### src/rtl/mips_pkg.sv
// Shared definitions for the MIPS debug-path pipeline controller.
// Latency: n/a (types and constants only).
// Backpressure: n/a.
//
// Contents: controller state encoding, debug command codes, default pipeline depth.
package mips_pkg;

   // Controller states; encodings are fixed so they can be read back over debug.
   typedef enum logic [2:0] {
      ST_IDLE  = 3'd0,
      ST_RUN   = 3'd1,
      ST_STEP  = 3'd2,
      ST_DRAIN = 3'd3,
      ST_DONE  = 3'd4
   } state_e;

   // Debug unit command codes.
   localparam logic [1:0] CMD_NOP   = 2'b00;
   localparam logic [1:0] CMD_RUN   = 2'b01;
   localparam logic [1:0] CMD_STEP  = 2'b10;
   localparam logic [1:0] CMD_ABORT = 2'b11;

   // Classic 5-stage IF/ID/EX/MEM/WB pipeline.
   localparam int PIPE_DEPTH_DEFAULT = 5;

endpackage : mips_pkg

### src/rtl/sat_counter.sv
// Up-counter that sticks at all-ones instead of wrapping.
// Latency: value updates one cycle after clear/inc are sampled.
// Backpressure: none; clear has priority over inc.
//
// Ports:
//   i_clock, i_reset : clock, synchronous active-high reset (value -> 0)
//   i_clear          : zero the count on the next edge
//   i_inc            : add one on the next edge unless already saturated
//   o_value          : current count
module sat_counter #(
   parameter int WIDTH = 32
) (
   input  logic             i_clock,
   input  logic             i_reset,
   input  logic             i_clear,
   input  logic             i_inc,
   output logic [WIDTH-1:0] o_value
);

   logic [WIDTH-1:0] value_q;
   logic [WIDTH-1:0] value_d;

   always_comb begin
      value_d = value_q;
      if (i_clear) begin
         value_d = '0;
      end else if (i_inc && (value_q != '1)) begin
         value_d = value_q + WIDTH'(1);
      end
   end

   always_ff @(posedge i_clock) begin
      if (i_reset) begin
         value_q <= '0;
      end else begin
         value_q <= value_d;
      end
   end

   assign o_value = value_q;

endmodule : sat_counter

### src/rtl/pipeline_exec_controller.sv
// Debug-path run/step/abort sequencer for the 5-stage MIPS pipeline; drains after HALT in ID.
// Latency: command accepted at edge N gives the first enabled cycle at N+1; done pulses
//          PIPE_DEPTH-1 cycles after the cycle HALT is seen.
// Backpressure: o_cmd_ready low while stepping or draining; commands are otherwise taken every cycle.
//
// Ports:
//   i_clock, i_reset      : clock, synchronous active-high reset
//   i_cmd_valid/i_cmd     : debug command (NOP/RUN/STEP/ABORT), taken when o_cmd_ready
//   o_cmd_ready           : controller can accept a command this cycle
//   i_halt_decoded, i_pc  : HALT opcode in ID and its PC
//   o_pipe_enable         : global stage enable
//   o_pipe_flush          : one-cycle flush, the cycle after ABORT is taken
//   o_busy                : running, stepping or draining
//   o_done                : one-cycle pulse on entering DONE
//   o_cycle_count         : enabled cycles since last clear, saturating
//   o_halt_pc             : PC of the HALT that started the drain
module pipeline_exec_controller
   import mips_pkg::*;
#(
   parameter int NB_PC      = 32,
   parameter int NB_CYCLES  = 32,
   parameter int PIPE_DEPTH = PIPE_DEPTH_DEFAULT
) (
   input  logic                 i_clock,
   input  logic                 i_reset,
   input  logic                 i_cmd_valid,
   input  logic [1:0]           i_cmd,
   output logic                 o_cmd_ready,
   input  logic                 i_halt_decoded,
   input  logic [NB_PC-1:0]     i_pc,
   output logic                 o_pipe_enable,
   output logic                 o_pipe_flush,
   output logic                 o_busy,
   output logic                 o_done,
   output logic [NB_CYCLES-1:0] o_cycle_count,
   output logic [NB_PC-1:0]     o_halt_pc
);

   localparam int                  NB_DRAIN   = $clog2(PIPE_DEPTH);
   // HALT is in ID; the stages behind it (EX, MEM, WB) still have to retire.
   localparam logic [NB_DRAIN-1:0] DRAIN_LOAD = NB_DRAIN'(PIPE_DEPTH - 2);

   state_e              state_q, state_d;
   logic [NB_DRAIN-1:0] drain_q, drain_d;
   logic [NB_PC-1:0]    halt_pc_q, halt_pc_d;
   logic                flush_q;
   logic                done_q, done_d;
   logic                cmd_acc;
   logic                abort_acc;
   logic                cnt_clear;

   // Moore decode.
   assign o_pipe_enable = (state_q == ST_RUN) || (state_q == ST_STEP) || (state_q == ST_DRAIN);
   assign o_busy        = o_pipe_enable;
   assign o_cmd_ready   = (state_q == ST_IDLE) || (state_q == ST_RUN) || (state_q == ST_DONE);
   assign o_pipe_flush  = flush_q;
   assign o_done        = done_q;
   assign o_halt_pc     = halt_pc_q;

   assign cmd_acc   = i_cmd_valid && o_cmd_ready;
   assign abort_acc = cmd_acc && (i_cmd == CMD_ABORT);

   always_comb begin
      state_d   = state_q;
      drain_d   = drain_q;
      halt_pc_d = halt_pc_q;
      cnt_clear = 1'b0;

      unique case (state_q)
         ST_IDLE: begin
            if (cmd_acc && (i_cmd == CMD_RUN)) begin
               state_d   = ST_RUN;
               cnt_clear = 1'b1;
            end else if (cmd_acc && (i_cmd == CMD_STEP)) begin
               state_d = ST_STEP;
            end
         end
         ST_RUN: begin
            // ABORT is handled below and overrides a simultaneous HALT.
            if (!abort_acc && i_halt_decoded) begin
               state_d   = ST_DRAIN;
               halt_pc_d = i_pc;
               drain_d   = DRAIN_LOAD;
            end
         end
         ST_STEP: begin
            if (i_halt_decoded) begin
               state_d   = ST_DRAIN;
               halt_pc_d = i_pc;
               drain_d   = DRAIN_LOAD;
            end else begin
               state_d = ST_IDLE;
            end
         end
         ST_DRAIN: begin
            drain_d = drain_q - NB_DRAIN'(1);
            if (drain_q == NB_DRAIN'(1)) begin
               state_d = ST_DONE;
            end
         end
         ST_DONE: begin
            state_d = ST_DONE;
         end
         default: begin
            state_d = ST_IDLE;
         end
      endcase

      // Accepted ABORT from any ready state returns to IDLE and wipes results.
      if (abort_acc) begin
         state_d   = ST_IDLE;
         halt_pc_d = '0;
         cnt_clear = 1'b1;
      end

      done_d = (state_q == ST_DRAIN) && (state_d == ST_DONE);
   end

   always_ff @(posedge i_clock) begin
      if (i_reset) begin
         state_q   <= ST_IDLE;
         drain_q   <= '0;
         halt_pc_q <= '0;
         flush_q   <= 1'b0;
         done_q    <= 1'b0;
      end else begin
         state_q   <= state_d;
         drain_q   <= drain_d;
         halt_pc_q <= halt_pc_d;
         flush_q   <= abort_acc;
         done_q    <= done_d;
      end
   end

   sat_counter #(
      .WIDTH (NB_CYCLES)
   ) u_cycle_cnt (
      .i_clock (i_clock),
      .i_reset (i_reset),
      .i_clear (cnt_clear),
      .i_inc   (o_pipe_enable),
      .o_value (o_cycle_count)
   );

endmodule : pipeline_exec_controller

### config.mk
export PLATFORM = sky130hd
export DESIGN_NAME = pipeline_exec_controller
export DESIGN_NICKNAME = d
export VERILOG_FILES = /design/src/rtl/mips_pkg.sv /design/src/rtl/sat_counter.sv /design/src/rtl/pipeline_exec_controller.sv
export SDC_FILE = /design/constraint.sdc
export NUM_CORES = 1
export LEC_CHECK = 0
export ABC_AREA = 1
export CAP_MARGIN = 10
export CORE_MARGIN = 1
export CORE_UTILIZATION = 40
export DETAILED_ROUTE_END_ITERATION = 8
export GPL_TIMING_DRIVEN = 0
export HOLD_SLACK_MARGIN = 0.02
export PLACE_DENSITY = 0.77
export SYNTH_ARGS = -nofsm -noshare
export SYNTH_HDL_FRONTEND = slang
export SYNTH_SLANG_ARGS = --single-unit
### constraint.sdc
create_clock -name i_clock -period 1.95 [get_ports i_clock]
set_input_delay 0.39 -clock i_clock [delete_from_list [all_inputs] [get_ports i_clock]]
set_output_delay 0.39 -clock i_clock [all_outputs]
set_load 0.01 [all_outputs]
==> results of run 1 <==
==> state kept, by name (all words and copies together) (netlist names) <==
name,count
o_halt_pc,32
o_pipe_flush,1
u_cycle_cnt.o_value,32
drain_q,3
o_done,1
state_q,3
==> cells by family (layout without fill, tap and decap cells) <==
kind of cell | after synthesis | count (layout)
AND/OR/NAND/NOR | 413 | 413
flip-flops | 72 | 72
buffers and inverters | 68 | 191
AO/OA/AOI/OAI | 38 | 38
XOR/XNOR | 14 | 14
adder cells (fa/ha/maj) | 3 | 3
==> report_power, final <==
group	internal [uW]	switching, uW
Combinational	472	499
Sequential	1580	64.7
Clock	495	573
==> timing repair <==
item,CTS,global route
setup endpoints to repair,22,31
pin swaps,1,0
resized for setup,4,11
buffers inserted,1,0
==> area by class of cell <==
type | instances | area, um2 | share of cell area, %
Multi-Input combinational cell | 468 | 2220 | 41.1
Buffer | 22 | 156 | 2.89
Timing Repair Buffer | 107 | 1070 | 19.8
Clock inverter | 3 | 17.5 | 0.324
Sequential cell | 72 | 1450 | 26.8
Inverter | 46 | 173 | 3.19
Tap cell | 133 | 166 | 3.08
Clock buffer | 13 | 149 | 2.75
==> synth_stat cells <==
| cell type | n |
|---|---|
| buf_8 | 1 |
| buf_6 | 2 |
| inv_2 | 7 |
| ha_1 | 3 |
| and2_1 | 1 |
| a21oi_1 | 24 |
| o21ai_0 | 3 |
| clkbuf_1 | 6 |
| buf_4 | 5 |
| nor2_1 | 122 |
| dfxtp_1 | 72 |
| buf_12 | 1 |
| nor2_4 | 4 |
| nand2_4 | 3 |
| nand2_1 | 208 |
| xor2_1 | 8 |
| nor2_8 | 1 |
| nand2_2 | 7 |
| buf_2 | 7 |
| a21oi_2 | 10 |
| xnor2_1 | 6 |
| inv_1 | 39 |
| nand3b_1 | 32 |
| nor2_2 | 4 |
| nand3_1 | 23 |
| and3_1 | 1 |
| o21ai_2 | 1 |
| nand4_1 | 3 |
| nor3_1 | 4 |
==> worst paths after layout <==
path                                                 to  slack [ps]
worst max register to register  u_cycle_cnt.o_value[24]         170
worst max-delay path                        o_cmd_ready          60
worst min register to register            o_halt_pc[14]         480
worst min-delay path                      o_halt_pc[14]         480
==> worst min-delay path, cell delays in order, from the launching register on <==
cell	delay, ps
dfxtp_1	330
nor2_1	50
nor2_1	80
==> cells in the final DEF (no fill, tap or decap), types with 5 or more instances in the layout <==
cell,count
nand2_1,208
nor2_1,122
clkdlybuf4s50_1,105
dfxtp_1,68
inv_1,39
nand3b_1,32
a21oi_1,24
nand3_1,23
a21oi_2,10
clkbuf_8,10
xor2_1,8
inv_2,7
nand2_2,7
buf_2,7
buf_4,6
clkbuf_1,6
xnor2_1,6
nor2_4,5
==> per-layer routing <==
metal / global-route usage, % / share of wire (%)
met5: 0 / 0
met4: 10.9 / 2.5
met3: 8.56 / 9.4
met2: 38.1 / 48
met1: 23.9 / 40
==> stage by stage <==
stage / power (uW) / area (um2)
CTS: 3700 / 5380
floorplan: 2220 / 3970
finish: 3680 / 5410
global placement: 2600 / 5200
detailed placement: 2640 / 5200
global route: 3900 / 5410
==> results.yml, run 1 <==
yosys:
  synth_top_family_by_area: "simple AND/OR/NAND/NOR gates"
  yosys.area.top_type_share_pct: 36.3
  synth_top_cells_by_area: "dfxtp_1 (36%), nand2_1 (20%), nor2_1 (12%)"
  syn_inst: 608
  yosys_warnings: 0
  yosysTopAreaCell: "dfxtp_1"
  synthMuxAreaShare_pct: 0
  avgSynthCellArea_um2: 6.53
  synth_compound_area_share_pct: 5.83
  synth_area_um2: 3970
  yosys.area_share.simple_pct: 45.7
  synth_seq_cells: 72
  syn-num-nets: 649
  synth-xor-area-share_pct: 3.09
  synth_cell_types: 29
  yosysSeqAreaShare_pct: 36.3
  synth-adder-area-share_pct: 0.945
sta:
  finClkSkew_ps: 15.5
  final.min_clock_period_ps: 1890
  rsz0062_at_grt: "no"
  relSlewSlack_pct: 72.8
  min_period_over_period_pct: 97.1
  tightest_slew_ps: 408
  max_freq_ghz: 0.528
  final_max_slew_viol_count: 0
  setup_slack_ps: 55.6
  holdWs_ps: 481
  tns_ps: 0
  setup-violations-final: 0
  timing.final.hold_violations: 0
clock_network:
  clock_path_buffers: 2
  cts_tree: "done"
  htreeDepth: 3
  clk_latency_ps: 350
  hold_buffers: 0
  cts.sinks: 72
  numCtsBuffers: 9
  cts-root-buf: "clkbuf_8"
  clk_pin_slew_ps: 70
critical_path:
  path_delay_family: "buffers and inverters"
  path_class: "flop to output pin"
  crit_start: "state_q[2]"
  cp.arrival_ps: 1500
  path_buf_inv: 1
  cp-end-kind: "output pin"
  slowest_delay_ps: 570
  reg2reg_from: "u_cycle_cnt.o_value[1]"
  crit_chain: "a21oi_1, clkdlybuf4s50_1"
  reg2reg_depth: 11
  crit_slowest_cell: "clkdlybuf4s50_1"
  critPathLaunchType: "flop"
  crit_fanout: 5
  cp_num_cells: 2
  required_ps: 1560
floorplanning:
  placeableCoreArea_um2: 9680
  fp.dieW_um: 102
  fp.dieH_um: 102
  pin_count: 107
  initial_core_util_pct: 41.0
  rows: 36
  die_area_um2: 10300
power_and_ir_drop:
  power_density_nw_per_um2: 681
  cellLeakagePower_uw: 0.00204
  peakVddDrop_mv: 0.409
outcome:
  status: "finished clean"
drt:
  finalWirelength_mm: 10.6
  routedWlPerCell_um: 12.3
  final_antenna_net_count: 0
  vias: 4099
  drtIter0Drc: 177
  drc_errors: 0
  drt-pass1-iter-count: 4
  vias_per_cell: 4.74
global_route:
  grt_max_degree: 12
  grt_pass1_vias: 3968
  grt_overflow_total: 0
  antenna_found_initial: 0
  grtUsageTotal_pct: 22.2
  grt_pass1_wl_mm: 17.6
finish:
  n_antenna_cell: 0
  fillers: 955
  fin_cells: 864
  syn_to_final_growth_pct: 36.1
  drive_above_1_share_pct: 10.3
  utilization_pct: 55.8
  nets: 767
min_path:
  min_path_cells: 2
  min_from: "o_halt_pc[14]"
  holdCritPathClass: "flop to flop"
place:
  port_buffers: 106
  routabilityCongestion: 0.905
  dp.cells: 847
  hpwl_mm: 8.39
  post-place-ws_ps: -127
job:
  cap_violations: 0
(Power assumes the default switching activity.)
==> run 2, diff against run 1 <==
--- a/config.mk
+++ b/config.mk
@@ -8,11 +8,11 @@
 export ABC_AREA = 1
 export CAP_MARGIN = 10
 export CORE_MARGIN = 1
-export CORE_UTILIZATION = 40
+export CORE_UTILIZATION = 49
 export DETAILED_ROUTE_END_ITERATION = 8
 export GPL_TIMING_DRIVEN = 0
-export HOLD_SLACK_MARGIN = 0.02
-export PLACE_DENSITY = 0.77
+export HOLD_SLACK_MARGIN = 0.1
+export PLACE_DENSITY = 0.9
 export SYNTH_ARGS = -nofsm -noshare
 export SYNTH_HDL_FRONTEND = slang
 export SYNTH_SLANG_ARGS = --single-unit
==> results.yml, run 2 (synthesized netlist as in run 1, its figures left out) <==
outcome:
  status: "finished clean"
global_route:
  antenna_found_initial: 0
  grt_overflow_total: 0
  grtUsageTotal_pct: 26.8
  grt_pass1_vias: 4072
  grt_max_degree: 15
  grt_pass1_wl_mm: 18.0
critical_path:
  critPathLaunchType: "flop"
  cp.arrival_ps: 1480
  cp-end-kind: "output pin"
  crit_chain: "nor2_4, nor2_4, clkdlybuf4s50_1"
  path_common_cell: "nor2_4"
  required_ps: 1560
  crit_slowest_cell: "clkdlybuf4s50_1"
  path_class: "flop to output pin"
  slowest_delay_ps: 540
  crit_fanout: 6
place:
  routabilityCongestion: 0.945
  hpwl_mm: 8.39
  port_buffers: 106
sta:
  tns_ps: 0
  holdWs_ps: 482
  relSlewSlack_pct: 72.0
  tightest_slew_ps: 419
  timing.final.hold_violations: 0
  final.min_clock_period_ps: 1870
  min_period_over_period_pct: 96.2
  setup-violations-final: 0
  finClkSkew_ps: 9.87
  rsz0062_at_grt: "no"
  final_max_slew_viol_count: 0
  max_freq_ghz: 0.533
clock_network:
  clk_pin_slew_ps: 80
  htreeDepth: 3
  cts.sinks: 72
  hold_buffers: 0
  clk_latency_ps: 360
  cts_tree: "done"
  numCtsBuffers: 9
  clock_path_buffers: 2
  cts-root-buf: "clkbuf_8"
finish:
  utilization_pct: 69.4
  n_antenna_cell: 0
  layout_common_cells: "nand2_1 (208), nor2_1 (122), clkdlybuf4s50_1 (105), dfxtp_1 (69), inv_1 (39)"
  drive_above_1_share_pct: 10.4
  final_common_cell: "nand2_1"
  syn_to_final_growth_pct: 35.8
  nets: 767
drt:
  routedWlPerCell_um: 12.8
  vias: 4195
  drtIter0Drc: 203
  drc_errors: 0
  finalWirelength_mm: 10.7
  final_antenna_net_count: 0
  vias_per_cell: 5.04
  drt-pass1-iter-count: 4
floorplanning:
  die_area_um2: 8470
  initial_core_util_pct: 51.1
  placeableCoreArea_um2: 7770
  rows: 32
  pin_count: 107
  fp.dieH_um: 92.0
  fp.dieW_um: 92.0
power_and_ir_drop:
  fin_total_pwr_uw: 3850
  peakVddDrop_mv: 0.576
  cellLeakagePower_uw: 0.00204
  power_density_nw_per_um2: 714
job:
  cap_violations: 0
min_path:
  holdCritPathClass: "flop to flop"
run 2: stage by stage:
| step | std cells | setup slack [ps] | instance area, um2 |
|---|---|---|---|
| global route | 833 | 10.3 | 5390 |
| global placement | 816 | -15.4 | 5160 |
| CTS | 833 | 0.463 | 5380 |
| finish | 833 | 75.0 | 5390 |
| detailed placement | 816 | -75.7 | 5160 |
| floorplan | 608 | 189 | 3970 |
run 2: what timing repair did:
action | 4_1_cts | 5_1_grt
setup endpoints to repair | 14 | 20
buffers inserted | 1 | 0
gates cloned | 0 | 0
resized for setup | 6 | 4
pin swaps | 1 | 0
run 2: layout make-up:
class	count	area, um2
plain buffers	22	154
clock buffers	9	124
clock inverters	7	77.6
fillers	663	2380
inverters	46	173
multi-input cells	468	2220
flip-flops and latches	72	1450
well taps	102	128
repair buffers	107	1070
run 2: worst paths after layout:
kind | startpoint | slack [ps] | cells after the start | end
worst max-delay path | state_q[0] | 80 | 3 | o_busy
worst min-delay path | o_halt_pc[18] | 480 | 2 | o_halt_pc[18]
worst max register to register | u_cycle_cnt.o_value[1] | 120 | 12 | u_cycle_cnt.o_value[9]
worst min register to register | o_halt_pc[18] | 480 | 2 | o_halt_pc[18]
run 2: critical path, delay by kind of cell, from the launching register on:
family | cells | cell delay (ps)
buffers and inverters | 1 | 540
AND/OR/NAND/NOR | 2 | 190
flip-flops | 1 | 400
run 2: per-layer routing:
layer	vias to the layer above	part of all wire (%)	global-route usage, %
li1	2116	-	-
met1	1912	39	28.2
met2	147	50	48.7
met3	20	9.3	8.37
met4	0	2.2	12.0
met5	-	0	0
run 2: power by group:
group          switching [uW]  leakage, uW  total, uW  internal [uW]
Sequential               65.7     0.000586       1640           1580
Clock                     629     0.000101       1230            604
Combinational             504      0.00135        975            471
Total                    1200      0.00204       3850           2650
==> patch 1, RTL diff (flow settings as in run 1) <==
Change the parameter `NB_CYCLES` from 32 to 64.
--- a/src/rtl/pipeline_exec_controller.sv
+++ b/src/rtl/pipeline_exec_controller.sv
@@ -18,7 +18,7 @@
    import mips_pkg::*;
 #(
    parameter int NB_PC      = 32,
-   parameter int NB_CYCLES  = 32,
+   parameter int NB_CYCLES  = 64,
    parameter int PIPE_DEPTH = PIPE_DEPTH_DEFAULT
 ) (
    input  logic                 i_clock,
Interface: changed (resized o_cycle_count); port bits go from 107 to 139. The function was not compared with the original's and may differ.
==> patch 1 against run 1 <==
  * Combinational power is 29% lower
  * Sequential cell count grew 32
  * Area after synthesis up 46%
  * Critical path type unchanged
  * Routed wire length up 76%
  * First-iteration DRC count increased by 140%
  * Cell area increased by 49%
  * Setup slack better by 0.024 ns
  * Power up 25%
==> patch 1: results <==
export IMPL_fin_skew_ns=0.0125
export IMPL_port_buffers=138
export IMPL_r2r_end="u_cycle_cnt.o_value[55]$_SDFFE_PP0P_"
export IMPL_grt_max_degree=16
export IMPL_dp_cells=1270
export IMPL_grt_pass1_wl_mm=29.3
export IMPL_swShare_pct=26.4
export IMPL_wirelength_mm=18.6
export IMPL_fin_hold_ws_ns=0.480
export IMPL_clock_root_buffer="clkbuf_16"
export IMPL_worst_r2r_setup_slack_ns=0.10
export IMPL_syn_instance_count=952
export IMPL_vdd_drop_max_v=0.000690
export IMPL_grt_usage_pct=25.6
export IMPL_worstPathArrival_ns=1.48
export IMPL_ff2ff_path_depth=10
export IMPL_synth_area_leaders="dfxtp_1, nand2_1, nor2_1"
export IMPL_hpwl_mm=14.5
export IMPL_p_leak_nw=2.62
export IMPL_hp_start="o_halt_pc[20]$_SDFFE_PP0P_"
export IMPL_hold_end="o_halt_pc[20]$_SDFFE_PP0P_"
export IMPL_yosys_area_share_adder_pct=0.647
export IMPL_nNetsFinal=1152
export IMPL_routabilityCongestion=1.03
export IMPL_placed_cell_area_sq_um=7410
export IMPL_worstSetupEndpoint="o_busy"
export IMPL_drive_gt1_share_pct=13.7
export IMPL_synth_compound_area_share_pct=9.95
export IMPL_synth_nets=993
export IMPL_tightest_slew_ns=0.465
export IMPL_r2r_start="u_cycle_cnt.o_value[27]$_SDFFE_PP0P_"
export IMPL_synth_cell_type_count=25
export IMPL_grt_pass1_vias=5914
export IMPL_synthTopCellsByCount="nand2_1, nor2_1, dfxtp_1"
export IMPL_vias_per_cell=5.09
export IMPL_status="finished, final reports clean"
export IMPL_cts_setup_buffers=6
export IMPL_wl_per_cell_microns=14.4
## patch 1: cell types whose count changed after synthesis, moves of 5 or more
| cell | before | now |
|---|---|---|
| nand3_1 | 23 | 54 |
| xnor2_1 | 6 | 21 |
| a21oi_1 | 24 | 95 |
| buf_2 | 7 | 19 |
| o21ai_0 | 3 | 17 |
| inv_2 | 7 | 2 |
| nor2_1 | 122 | 151 |
| dfxtp_1 | 72 | 104 |
| nand2_1 | 208 | 375 |
| nand4_1 | 3 | 16 |
| nand3b_1 | 32 | 0 |
| inv_1 | 39 | 52 |
| a21oi_2 | 10 | 0 |
## patch 1: per-stage QoR
step | utilization [%] | total power [mW]
4_1_cts | 56.0 | 4.63
3_3_place_gp | 53.0 | 2.85
6_report | 57.6 | 4.61
3_5_place_dp | 53.0 | 2.85
5_1_grt | 57.6 | 4.79
2_1_floorplan | - | 2.57
## patch 1: per-layer routing
metal	up-vias	wire length, microns	GRT usage [%]
met5	-	0	0
met4	0	705	10.8
met3	41	1890	9.01
met2	281	8560	41.5
met1	2917	7490	30.4
li1	3351	-	-
## patch 1: power by group through the flow
stage	Combinational (mW)	Clock (mW)	Sequential [mW]
2_1_floorplan	0.313	0	2.26
3_3_place_gp	0.602	0	2.24
3_5_place_dp	0.605	0	2.25
4_1_cts	0.670	1.77	2.20
5_1_grt	0.755	1.84	2.20
6_report	0.694	1.72	2.19
## patch 1: final cells by class
type	count	area, sq um
Buffer	32	201
Inverter	54	203
Tap cell	180	225
Sequential cell	104	2180
Clock inverter	3	17.5
Timing Repair Buffer	148	1470
Multi-Input combinational cell	762	3500
Clock buffer	12	256
Fill cell	1398	5930
## patch 1: critical path: stages (launching register included)
cell	delay, ns
dfxtp_4	0.38
nor2_4	0.06
nor2_4	0.14
clkdlybuf4s50_1	0.55
==> patch 2, RTL diff (config.mk and constraints of run 1) <==
Made on the original files. The 5 states of `state_e` get a one-hot encoding in 5 bits.
--- a/src/rtl/mips_pkg.sv
+++ b/src/rtl/mips_pkg.sv
@@ -6,12 +6,12 @@
 package mips_pkg;
 
    // Controller states; encodings are fixed so they can be read back over debug.
-   typedef enum logic [2:0] {
-      ST_IDLE  = 3'd0,
-      ST_RUN   = 3'd1,
-      ST_STEP  = 3'd2,
-      ST_DRAIN = 3'd3,
-      ST_DONE  = 3'd4
+   typedef enum logic [4:0] {
+      ST_IDLE  = 5'b00001,
+      ST_RUN   = 5'b00010,
+      ST_STEP  = 5'b00100,
+      ST_DRAIN = 5'b01000,
+      ST_DONE  = 5'b10000
    } state_e;
 
    // Debug unit command codes.
Check against the original RTL: no difference found for any inputs over 10 cycles, from zero or initial values and one cycle with i_reset high; not proved beyond that.
==> patch 2 against run 1 <==
  * Synthesized cell count fell by 14%
  * Area after synthesis down 3.6%
  * Sequential cell count grew 2
  * Global-route usage decreased by 0.93 points
  * Setup slack better by 0.019 ns
  * Routed wire length is 7.0% lower
  * Die area fell by 3.5%
  * Cell area is 1.6% lower
  * Critical endpoint is now o_pipe_enable
  * Largest cell class unchanged
Power is not compared: it rests on default switching activity, and its combinational part moved more than twofold at a synthesized area within 25%.
==> patch 2: results <==
export IMPL_path_delay_family="simple AND/OR/NAND/NOR gates"
export IMPL_worst_r2r_setup_slack_ns=0.12
export IMPL_clock_root_buffer="clkbuf_8"
export IMPL_async_flop_share_pct=0
export IMPL_synth_area_leaders="dfxtp_1, nand2_1, nor2_1"
export IMPL_p_leak_nw=1.89
export IMPL_grt_pass1_wl_mm=16.9
export IMPL_hpwl_mm=7.69
export IMPL_ys_warnings_count=0
export IMPL_dp_cells=758
export IMPL_m1WireLength_mm=4.12
export IMPL_grt_usage_pct=21.3
export IMPL_fin_skew_ns=0.0133
export IMPL_max_stage_delay_ns=0.35
export IMPL_path_max_fanout=3
export IMPL_use_met3_pct=6.75
export IMPL_fin_hold_ws_ns=0.364
export IMPL_synth_cell_type_count=32
export IMPL_place_ws_ns=-0.00443
export IMPL_synthTopCellsByCount="nand2_1, nor2_1, dfxtp_1"
export IMPL_synth_nets=565
export IMPL_vias_per_cell=4.76
export IMPL_wirelength_mm=9.86
export IMPL_port_buffers=105
export IMPL_status="finished, final reports clean"
export IMPL_met2_usage_pct=38.0
export IMPL_clk_pin_slew_ns=0.09
export IMPL_cts_setup_buffers=2
export IMPL_ctsHtreeMaxLevel=3
export IMPL_met2_length_mm=4.77
export IMPL_use_met1_pct=23.6
export IMPL_max_slew_margin_pct=70.6
export IMPL_avgSynthCellArea_sq_um=7.30
export IMPL_slowest_stage="dfxtp_2"
export IMPL_met3_wirelength_microns=754
export IMPL_hold_path_class="in2reg"
export IMPL_max_freq_mhz=533
export IMPL_grt_max_degree=15
export IMPL_fillers=871
export IMPL_grt_pass1_vias=3785
export IMPL_drive_gt1_share_pct=16.8
export IMPL_seq_area_frac_synth_pct=38.7
export IMPL_nNetsFinal=686
export IMPL_cts_resized=12
export IMPL_drtIter0Drc=118
export IMPL_wl_per_cell_microns=12.7
export IMPL_routabilityCongestion=0.968
[patch 2: cell type report]
cell class                 instances  area [sq um]  share of cell area [%]
buffer                            19           173                    3.25
clock buffer                      10           128                    2.40
clock inverter                     6          71.3                    1.34
inverter                          44           170                    3.20
multi-input combinational        387          2040                    38.3
sequential                        74          1490                    28.0
tap                              129           161                    3.03
timing repair buffer             110          1090                    20.4
[patch 2: cell families (layout without fill, tap and decap cells)]
kind of cell             count (synthesis)  count (layout)  share of synthesized area (%)
AND/OR/NAND/NOR                        285             285                           33.8
flip-flops                              74              74                           38.7
buffers and inverters                   63             189                           8.83
XOR/XNOR                                26              26                           5.95
adder cells (fa/ha/maj)                  3               3                          0.981
AO/OA/AOI/OAI                           73              73                           11.7
[patch 2: per-stage QoR]
step / power, mW / cell area [sq um] / TNS, ns / util (%)
5_1_grt: 3.18 / 5320 / -0.0000643 / 57.6
2_1_floorplan: 1.73 / 3830 / 0 / -
6_report: 3.08 / 5320 / 0 / 57.6
4_1_cts: 3.09 / 5280 / 0 / 57.2
3_3_place_gp: 1.85 / 5040 / 0 / 54.5
3_5_place_dp: 1.86 / 5040 / -0.00443 / 54.5
[patch 2: final timing paths]
path,to,depth (start not counted),from
setup / recovery,o_pipe_enable,5,state_q[0]$_SDFF_PP1_
hold / removal,state_q[1]$_SDFF_PP0_,2,i_reset
setup reg to reg,u_cycle_cnt.o_value[19]$_SDFFE_PP0P_,12,u_cycle_cnt.o_value[1]$_SDFFE_PP0P_
hold reg to reg,o_halt_pc[2]$_SDFFE_PP0P_,2,o_halt_pc[2]$_SDFFE_PP0P_
[patch 2: report_power, final]
group	switching, mW	internal [mW]	leakage (nW)
clock network	0.641	0.606	0.0939
logic	0.145	0.153	1.19
registers	0.00993	1.52	0.599
